--- src/rtl/epcs_cmd_seq.sv ---
// EPCS serial-flash command sequencer: expands one CPU request into WREN / opcode / RDSR-poll
// frames and drives the start / clk_end / wr_data inputs of the downstream spi master.
module epcs_cmd_seq #(
    parameter int unsigned GAP_CYC  = 4,
    parameter int unsigned POLL_MAX = 1048575,
    parameter int unsigned HI_WAIT  = 3
) (
    input  logic        clk,
    input  logic        rstb,
    input  logic        cmd_valid,
    output logic        cmd_ready,
    input  logic [1:0]  cmd_op,
    input  logic [23:0] cmd_addr,
    input  logic [7:0]  cmd_wdata,
    output logic        done,
    output logic [7:0]  rd_data,
    output logic        timeout,
    output logic        busy,
    output logic        spi_start,
    output logic [5:0]  spi_clk_end,
    output logic [63:0] spi_wr_data,
    input  logic        spi_busy,
    input  logic [7:0]  spi_rd_byte
);
    localparam int GAP_W = $clog2(GAP_CYC + 1);
    localparam int HI_W  = $clog2(HI_WAIT + 1);
    localparam logic [GAP_W-1:0] GAP_LAST = GAP_W'(GAP_CYC - 1);
    localparam logic [HI_W-1:0]  HI_LAST  = HI_W'(HI_WAIT - 1);
    localparam logic [19:0]      POLL_LIM = 20'(POLL_MAX);

    typedef enum logic [2:0] {S_IDLE, S_ISSUE, S_WAIT_HI, S_WAIT_LO, S_GAP, S_FIN} state_t;
    typedef enum logic [2:0] {F_WREN, F_READ, F_PROG, F_ERASE, F_RDSR} frame_t;

    function automatic frame_t step_frame(input logic [1:0] op, input logic [1:0] step);
        case (op)
            2'd0:    return F_READ;
            2'd1:    return (step == 2'd0) ? F_WREN : (step == 2'd1) ? F_PROG : F_RDSR;
            2'd2:    return (step == 2'd0) ? F_WREN : (step == 2'd1) ? F_ERASE : F_RDSR;
            default: return F_RDSR;
        endcase
    endfunction

    function automatic logic [5:0] frame_clk_end(input frame_t f);
        case (f)
            F_WREN:  return 6'd8;
            F_READ:  return 6'd40;
            F_PROG:  return 6'd40;
            F_ERASE: return 6'd32;
            default: return 6'd16;
        endcase
    endfunction

    function automatic logic [63:0] frame_data(input frame_t f, input logic [23:0] addr,
                                               input logic [7:0] wdata);
        case (f)
            F_WREN:  return {8'h06, 56'd0};
            F_READ:  return {8'h03, addr, 32'd0};
            F_PROG:  return {8'h02, addr, wdata, 24'd0};
            F_ERASE: return {8'hD8, addr, 32'd0};
            default: return {8'h05, 56'd0};
        endcase
    endfunction

    state_t           r_state;
    frame_t           r_frame;
    logic [1:0]       r_op;
    logic [1:0]       r_step;
    logic [23:0]      r_addr;
    logic [7:0]       r_wdata;
    logic [19:0]      r_poll_cnt;
    logic [GAP_W-1:0] r_gap_cnt;
    logic [HI_W-1:0]  r_hi_cnt;
    logic             r_cmd_ready;
    logic             r_done;
    logic             r_timeout;
    logic [7:0]       r_rd_data;
    logic             r_spi_start;
    logic [5:0]       r_clk_end;
    logic [63:0]      r_wr_data;

    logic [1:0]  w_last_step;
    logic        w_poll_op;
    logic        w_more;
    frame_t      w_ld_frame;
    logic [5:0]  w_ld_clk_end;
    logic [63:0] w_ld_data;

    // Next frame to load: first step of the incoming command in IDLE, else the following step
    // (or another RDSR once the step list is exhausted).
    always_comb begin
        w_last_step  = (r_op == 2'd1 || r_op == 2'd2) ? 2'd2 : 2'd0;
        w_poll_op    = (r_op == 2'd1 || r_op == 2'd2);
        w_more       = (r_step != w_last_step) ||
                       (w_poll_op && r_rd_data[0] && (r_poll_cnt < POLL_LIM));
        if (r_state == S_IDLE) begin
            w_ld_frame = step_frame(cmd_op, 2'd0);
            w_ld_data  = frame_data(w_ld_frame, cmd_addr, cmd_wdata);
        end else begin
            w_ld_frame = (r_step != w_last_step) ? step_frame(r_op, r_step + 2'd1) : F_RDSR;
            w_ld_data  = frame_data(w_ld_frame, r_addr, r_wdata);
        end
        w_ld_clk_end = frame_clk_end(w_ld_frame);
    end

    always_ff @(posedge clk or negedge rstb) begin
        if (!rstb) begin
            r_state     <= S_IDLE;
            r_frame     <= F_WREN;
            r_op        <= 2'd0;
            r_step      <= 2'd0;
            r_addr      <= 24'd0;
            r_wdata     <= 8'd0;
            r_poll_cnt  <= 20'd0;
            r_gap_cnt   <= '0;
            r_hi_cnt    <= '0;
            r_cmd_ready <= 1'b1;
            r_done      <= 1'b0;
            r_timeout   <= 1'b0;
            r_rd_data   <= 8'd0;
            r_spi_start <= 1'b0;
            r_clk_end   <= 6'd0;
            r_wr_data   <= 64'd0;
        end else begin
            // NOTE: pulses default low every cycle; only the state transitions below raise them.
            r_spi_start <= 1'b0;
            r_done      <= 1'b0;
            case (r_state)
                S_IDLE: if (cmd_valid && r_cmd_ready) begin
                    r_op        <= cmd_op;
                    r_addr      <= cmd_addr;
                    r_wdata     <= cmd_wdata;
                    r_step      <= 2'd0;
                    r_poll_cnt  <= 20'd0;
                    r_timeout   <= 1'b0;
                    r_cmd_ready <= 1'b0;
                    r_frame     <= w_ld_frame;
                    r_clk_end   <= w_ld_clk_end;
                    r_wr_data   <= w_ld_data;
                    r_spi_start <= 1'b1;
                    r_state     <= S_ISSUE;
                end
                S_ISSUE: begin
                    r_hi_cnt <= '0;
                    r_state  <= S_WAIT_HI;
                end
                S_WAIT_HI: begin
                    if (spi_busy) begin
                        r_state <= S_WAIT_LO;
                    end else if (r_hi_cnt == HI_LAST) begin
                        r_timeout <= 1'b1;
                        r_done    <= 1'b1;
                        r_state   <= S_FIN;
                    end else begin
                        r_hi_cnt <= r_hi_cnt + 1'b1;
                    end
                end
                S_WAIT_LO: if (!spi_busy) begin
                    if (r_frame == F_READ || r_frame == F_RDSR) r_rd_data <= spi_rd_byte;
                    r_gap_cnt <= '0;
                    r_state   <= S_GAP;
                end
                S_GAP: begin
                    if (r_gap_cnt != GAP_LAST) begin
                        r_gap_cnt <= r_gap_cnt + 1'b1;
                    end else if (w_more) begin
                        if (r_step != w_last_step) r_step <= r_step + 2'd1;
                        else                       r_poll_cnt <= r_poll_cnt + 20'd1;
                        r_frame     <= w_ld_frame;
                        r_clk_end   <= w_ld_clk_end;
                        r_wr_data   <= w_ld_data;
                        r_spi_start <= 1'b1;
                        r_state     <= S_ISSUE;
                    end else begin
                        // Still busy after the last permitted poll: give up with timeout.
                        if (w_poll_op && r_rd_data[0]) r_timeout <= 1'b1;
                        r_done  <= 1'b1;
                        r_state <= S_FIN;
                    end
                end
                S_FIN: begin
                    r_cmd_ready <= 1'b1;
                    r_state     <= S_IDLE;
                end
                default: r_state <= S_IDLE;
            endcase
        end
    end

    assign cmd_ready   = r_cmd_ready;
    assign busy        = ~r_cmd_ready;
    assign done        = r_done;
    assign rd_data     = r_rd_data;
    assign timeout     = r_timeout;
    assign spi_start   = r_spi_start;
    assign spi_clk_end = r_clk_end;
    assign spi_wr_data = r_wr_data;
endmodule

--- config.mk ---
export PLATFORM = sky130hd
export DESIGN_NAME = epcs_cmd_seq
export DESIGN_NICKNAME = d
export VERILOG_FILES = /design/src/rtl/epcs_cmd_seq.sv
export SDC_FILE = /design/constraint.sdc
export NUM_CORES = 1
export LEC_CHECK = 0
export CORE_UTILIZATION = 41
export CTS_BUF_LIST = sky130_fd_sc_hd__clkbuf_4 sky130_fd_sc_hd__clkbuf_8
export DETAILED_ROUTE_END_ITERATION = 8
export HOLD_SLACK_MARGIN = 0.1
export PLACE_DENSITY = 0.69
export SYNTH_ARGS = -nofsm -noshare
export SYNTH_HDL_FRONTEND = slang
export SYNTH_SLANG_ARGS = --single-unit
export TNS_END_PERCENT = 5
--- constraint.sdc ---
create_clock -name clk -period 2.1 [get_ports clk]
set_input_delay 0.315 -clock clk [delete_from_list [all_inputs] [get_ports clk]]
set_output_delay 0.315 -clock clk [all_outputs]
set_load 0.02 [all_outputs]
==> impl_metrics.yaml, run 1 <==
outcome:
  status: "finished, final reports clean"
floorplan:
  core_area_um2: 14500
  chipWidth_um: 124
  start_util_pct: 41.9
  die_y_um: 124
  io_pins: 129
  dieArea_um2: 15300
  rows: 44
sta:
  finalClockSkew_ns: 0.0101
  final-hold-violation-count: 0
  maxSlewViolCount: 0
  rsz0062_at_grt: "yes"
  relSlewSlack_pct: 55.3
  setup_violations: 0
  tns_ns: 0
  period_needed_ns: 2.09
  post-route-period-util_pct: 99.5
  fmax_ghz: 0.479
  worst_pin_slew_ns: 0.670
grt:
  antenna_found_initial: 0
  grtUsageTotal_pct: 18.6
  grt_max_degree: 119
  grt_overflow: 0
  grt_pass1_vias: 4664
  grt_pass1_wl_mm: 21.8
clock_tree:
  clockBufferDepth: 2
  clk_pin_slew_ns: 0.07
  cts_sinks: 118
  cts_tree: "built"
  cts-root-buf: "clkbuf_8"
  htree_levels: 4
  clock_latency_ns: 0.43
  post_cts_buffers: 0
  cts_made_buffers: 17
critical_path:
  startpoint_type: "flop"
  crit_type: "reg2reg"
  cp_max_fo: 18
  worstPathArrival_ns: 2.41
  critPathCaptureType: "flop"
  crit_required_ns: 2.42
detailed_routing:
  routedWlPerCell_um: 14.8
  drtAntennaViolNets: 0
  wl_mm: 13.3
  drc_errors: 0
  vias: 4564
  dr.pass1.iters: 4
  vias_per_cell: 5.07
  first_iter_violations: 280
hold_path:
  hp-class: "in2reg"
logic_synthesis:
  yosys.area_share.adder_pct: 2.48
  syn_inst: 570
  postSynthAreaPerCell_um2: 10.6
  synth.most_common_cell: "nand2_1"
  synth_area_leaders: "dfrtp_1, nand2_1, mux2_4, buf_4, a22o_1"
  synthTopCellsByCount: "nand2_1, dfrtp_1, buf_4, inv_1, mux2_4"
  synth_warnings: 0
  async_flop_share_pct: 100
  synthMuxAreaShare_pct: 11.1
  synth.top_cell.area_share_pct: 48.3
  synth_enable_flop_cells: 0
  synth_ff_type: "dfrtp_1"
  synth_top_family_by_area: "simple AND/OR/NAND/NOR gates"
  synth_simple_gate_area_share_pct: 16.9
  ys_seq_area_share_pct: 48.8
  synth_cell_types: 62
  syn_area_um2: 6060
  synthXorXnorAreaFrac_pct: 1.14
  yosys.area.top_type: "dfrtp_1"
  ys_ff_latch: 118
  synth_compound_area_share_pct: 11.2
cells_and_area:
  final_util_pct: 55.0
  final.fill_count: 1242
  drive_above_1_share_pct: 21.5
  area_growth_pct: 31.3
  nets: 762
  antenna_cells: 0
  stdcell_count: 901
  ff_latch_area_um2: 2950
  multi_input_area_um2: 2790
flow_run:
  maxCapViolations: 0
place:
  dp.cells: 867
  hpwlAfterDp_mm: 8.99
  io_buffers: 100
  gp_congestion: 0.820
pwr:
  p_leak_nw: 3.89
  total_power_mw: 4.96
  p_per_area_nw_per_um2: 623
  vdd_drop_max_mv: 0.471
[per-layer routing]
metal  share of wire (%)  wire [um]  up-vias  GRT usage, %
li1                    -          -     2175             -
met3                 4.3        570       17          5.04
met2                  48       6430      110          30.6
met1                  46       6090     2262          23.2
met5                   0          0        -             0
met4                 1.6        218        0          7.45
[kinds of logic after synthesis]
family	after synthesis
other	1
buffers and inverters	82
XOR/XNOR	7
adder cells (fa/ha/maj)	12
multiplexers	52
AO/OA/AOI/OAI	95
flip-flops	118
AND/OR/NAND/NOR	203
[layout by cell type, fill, tap and decap left out, types with 12 or more instances in the layout]
cell type | Yosys | final
clkbuf_8 | 0 | 18
buf_4 | 34 | 33
a22o_1 | 26 | 26
o21ai_0 | 15 | 14
nor2_1 | 13 | 13
mux2_2 | 14 | 13
clkdlybuf4s50_1 | 0 | 99
nand2_1 | 128 | 128
conb_1 | 1 | 28
inv_1 | 28 | 26
nand3_1 | 12 | 12
mux2_4 | 27 | 28
a21oi_1 | 21 | 17
dfrtp_1 | 117 | 117
[where the power goes]
part / internal (mW) / total [mW] / switching [mW]
Clock: 1.46 / 2.45 / 0.988
Combinational: 0.107 / 0.239 / 0.132
Sequential: 2.27 / 2.27 / 0
[final cells by class]
| cell class | count | share of cell area [%] |
|---|---|---|
| Sequential cell | 118 | 37.1 |
| Multi-Input combinational cell | 397 | 35.1 |
| Timing Repair Buffer | 142 | 17.7 |
| Clock buffer | 18 | 3.11 |
| Tap cell | 184 | 2.89 |
| Clock inverter | 14 | 2.75 |
| Inverter | 28 | 1.32 |
[timing repair]
item	CTS	global route
setup endpoints to repair	17	56
hold buffers	1	0
gates cloned	0	1
pin swaps	2	2
hold endpoints to repair	117	0
resized for setup	4	15
[path summary, 6_finish.rpt]
| check | cells past startpoint | startpoint | to | slack [ns] |
|---|---|---|---|---|
| min in group asynchronous | 3 | rstb | spi_wr_data[50] | 0.46 |
| hold reg to reg | 2 | r_addr[3] | r_addr[3] | 0.48 |
| setup / recovery | 7 | r_poll_cnt[1] | spi_wr_data[34] | 0.01 |
| setup reg to reg | 7 | r_poll_cnt[1] | spi_wr_data[34] | 0.01 |
| max in group asynchronous | 3 | rstb | spi_wr_data[24] | 1.08 |
| hold / removal | 3 | cmd_wdata[6] | r_wdata[6] | 0.42 |
[through the flow]
step	instance area, um^2	hold WS [ns]	setup slack, ns
after floorplan	6190	0.0194	-0.00736
after global placement	7380	0.449	0.0230
after detailed placement	7380	0.458	-0.0235
after CTS	7880	0.393	0.00390
after global routing	7960	0.398	-0.102
final	7960	0.418	0.0114
[state kept, by name, summed over array words and instances (netlist names)]
name / flops
r_wdata: 8
r_step: 2
rd_data: 8
spi_clk_end: 3
spi_start: 1
r_frame: 3
r_hi_cnt: 2
r_gap_cnt: 3
r_poll_cnt: 20
cmd_ready: 1
r_addr: 24
r_state: 3
done: 1
r_op: 2
timeout: 1
spi_wr_data: 36
[worst max-delay path, cell delays in order (launching register included)]
cell and delay, ns:
dfrtp_1 0.36, ha_1 0.25, nand3_4 0.11, nor3_4 0.32, nand3_2 0.13, a21oi_4 0.23
buf_12 0.23, mux2_2 0.35
Power figures use the tool's default switching activity.
==> inputs of run 2 (changes only) <==
--- a/config.mk
+++ b/config.mk
@@ -10,6 +10,7 @@
 export DETAILED_ROUTE_END_ITERATION = 8
 export HOLD_SLACK_MARGIN = 0.1
 export PLACE_DENSITY = 0.69
+export REMOVE_ABC_BUFFERS = 1
 export SYNTH_ARGS = -nofsm -noshare
 export SYNTH_HDL_FRONTEND = slang
 export SYNTH_SLANG_ARGS = --single-unit
==> constraint.sdc (replaced) <==
create_clock -name clk -period 1.9 [get_ports clk]
set_input_delay 0.285 -clock clk [delete_from_list [all_inputs] [get_ports clk]]
set_output_delay 0.285 -clock clk [all_outputs]
set_load 0.02 [all_outputs]
==> run 2 against run 1 <==
Net effect:
- register-to-register slack got worse by 0.28 ns
- worst hold slack lost 0.11 ns
- via count up 7.7%
- combinational power rose by 17%
- worst setup slack got worse by 0.28 ns
- count of clock-buffer cells in the layout decreased by 1
- utilization rose by 5.2 points
- first-iteration DRC count rose by 36%
- the run now ends with negative setup slack left
- clock skew decreased by 0.00099 ns
- global-route usage increased by 1.7 points
- sequential power grew 11%
==> impl_metrics.yaml, run 2 (synthesis gave the netlist of run 1 again) <==
cells_and_area:
  nets: 825
  final_util_pct: 60.1
  drive_above_1_share_pct: 30.1
  area_growth_pct: 43.7
  final_cell_mix: "nand2_1, dfrtp_1, clkdlybuf4s50_1"
  antenna_cells: 0
  largest_reg_flops: 36
  final_common_cell: "nand2_1"
critical_path:
  crit_required_ns: 2.29
  crit_type: "reg2reg"
  worstPathArrival_ns: 2.56
  cp_max_fo: 4
  startpoint_type: "flop"
  critPathCaptureType: "flop"
sta:
  setup_violations: 59
  setup_ws_ns: -0.270
  rsz0062_at_grt: "yes"
  maxSlewViolCount: 0
  final-hold-violation-count: 0
  period_needed_ns: 2.17
  post-route-period-util_pct: 114
  fmax_ghz: 0.461
  finalClockSkew_ns: 0.00912
clock_tree:
  clk_pin_slew_ns: 0.08
  cts_tree: "built"
  clockBufferDepth: 2
  htree_levels: 4
  cts-root-buf: "clkbuf_8"
  cts_sinks: 118
  clock_latency_ns: 0.44
  cts_made_buffers: 17
detailed_routing:
  vias: 4917
  first_iter_violations: 381
  vias_per_cell: 5.10
  wl_mm: 15.3
  routedWlPerCell_um: 15.9
  drc_errors: 0
  drtAntennaViolNets: 0
  dr.pass1.iters: 4
flow_run:
  maxCapViolations: 0
pwr:
  p_per_area_nw_per_um2: 613
  total_power_mw: 5.34
  vdd_drop_max_mv: 0.396
  p_leak_nw: 4.25
hold_path:
  hp-class: "in2async"
floorplan:
  chipWidth_um: 124
  core_area_um2: 14500
  die_y_um: 124
  io_pins: 129
  start_util_pct: 41.9
  dieArea_um2: 15300
  rows: 44
outcome:
  status: "complete, but fails checks"
  violations: "negative setup slack"
grt:
  grtUsageTotal_pct: 20.3
  grt_max_degree: 49
  grt_pass1_wl_mm: 23.8
  grt_pass1_vias: 4904
  grt_overflow: 0
  antenna_found_initial: 0
place:
  io_buffers: 100
  hpwlAfterDp_mm: 9.74
  gp_congestion: 0.843
[run 2: final timing paths]
kind	from	cells past startpoint	slack (ns)	endpoint
max	r_op[0]	11	-0.27	r_frame[0]
min	rstb	2	0.31	spi_wr_data[50]
max reg2reg	r_op[0]	11	-0.27	r_frame[0]
min reg2reg	r_wdata[5]	2	0.47	r_wdata[5]
max in group asynchronous	rstb	3	0.93	cmd_ready
min in group clk	cmd_wdata[4]	3	0.37	r_wdata[4]
[run 2: worst max-delay path, stage by stage (launching register included)]
cell and delay [ns]:
dfrtp_1 0.38, inv_2 0.07, ha_4 0.30, xor2_4 0.20, nor2_4 0.07, buf_4 0.13, buf_4 0.12, buf_4 0.12
buf_4 0.12, buf_4 0.14, o31ai_1 0.28, mux2_4 0.19
[run 2: where the power goes]
part	switching [mW]	internal (mW)
Clock	1.11	1.43
Sequential	0	2.51
Combinational	0.153	0.127
Total	1.26	4.07
[run 2: layout make-up]
type	count	area, um^2
repair buffers	205	2050
well taps	184	230
multi-input cells	397	2930
fillers	1150	5770
clock buffers	17	234
clock inverters	15	204
flip-flops and latches	118	2960
inverters	28	105
[run 2: stage by stage]
step | instances | setup slack, ns | TNS (ns) | cell area, um^2 | hold slack (ns)
2_1_floorplan | 543 | -1.22 | -56.38 | 5760 | -0.0106
3_3_place_gp | 907 | -0.249 | -10.88 | 7680 | 0.242
3_5_place_dp | 907 | -0.366 | -17.68 | 7680 | 0.247
4_1_cts | 963 | -0.242 | -9.41 | 8560 | 0.295
5_1_grt | 964 | -0.364 | -14.12 | 8710 | 0.332
6_report | 964 | -0.270 | -9.15 | 8710 | 0.308
[run 2: per-layer routing]
layer  wire length, um  part of all wire (%)  GRT usage, %
met1              6600                    43          25.3
met3               720                   4.7          4.76
met4               252                   1.6          6.33
met2              7770                    51          34.8
met5                 0                     0             0
[run 2: timing repair]
item	CTS	global route
pin swaps	13	14
setup endpoints to repair	66	72
hold endpoints to repair	28	0
resized for setup	43	40
gates cloned	5	0
hold buffers	1	0
buffers inserted	19	4
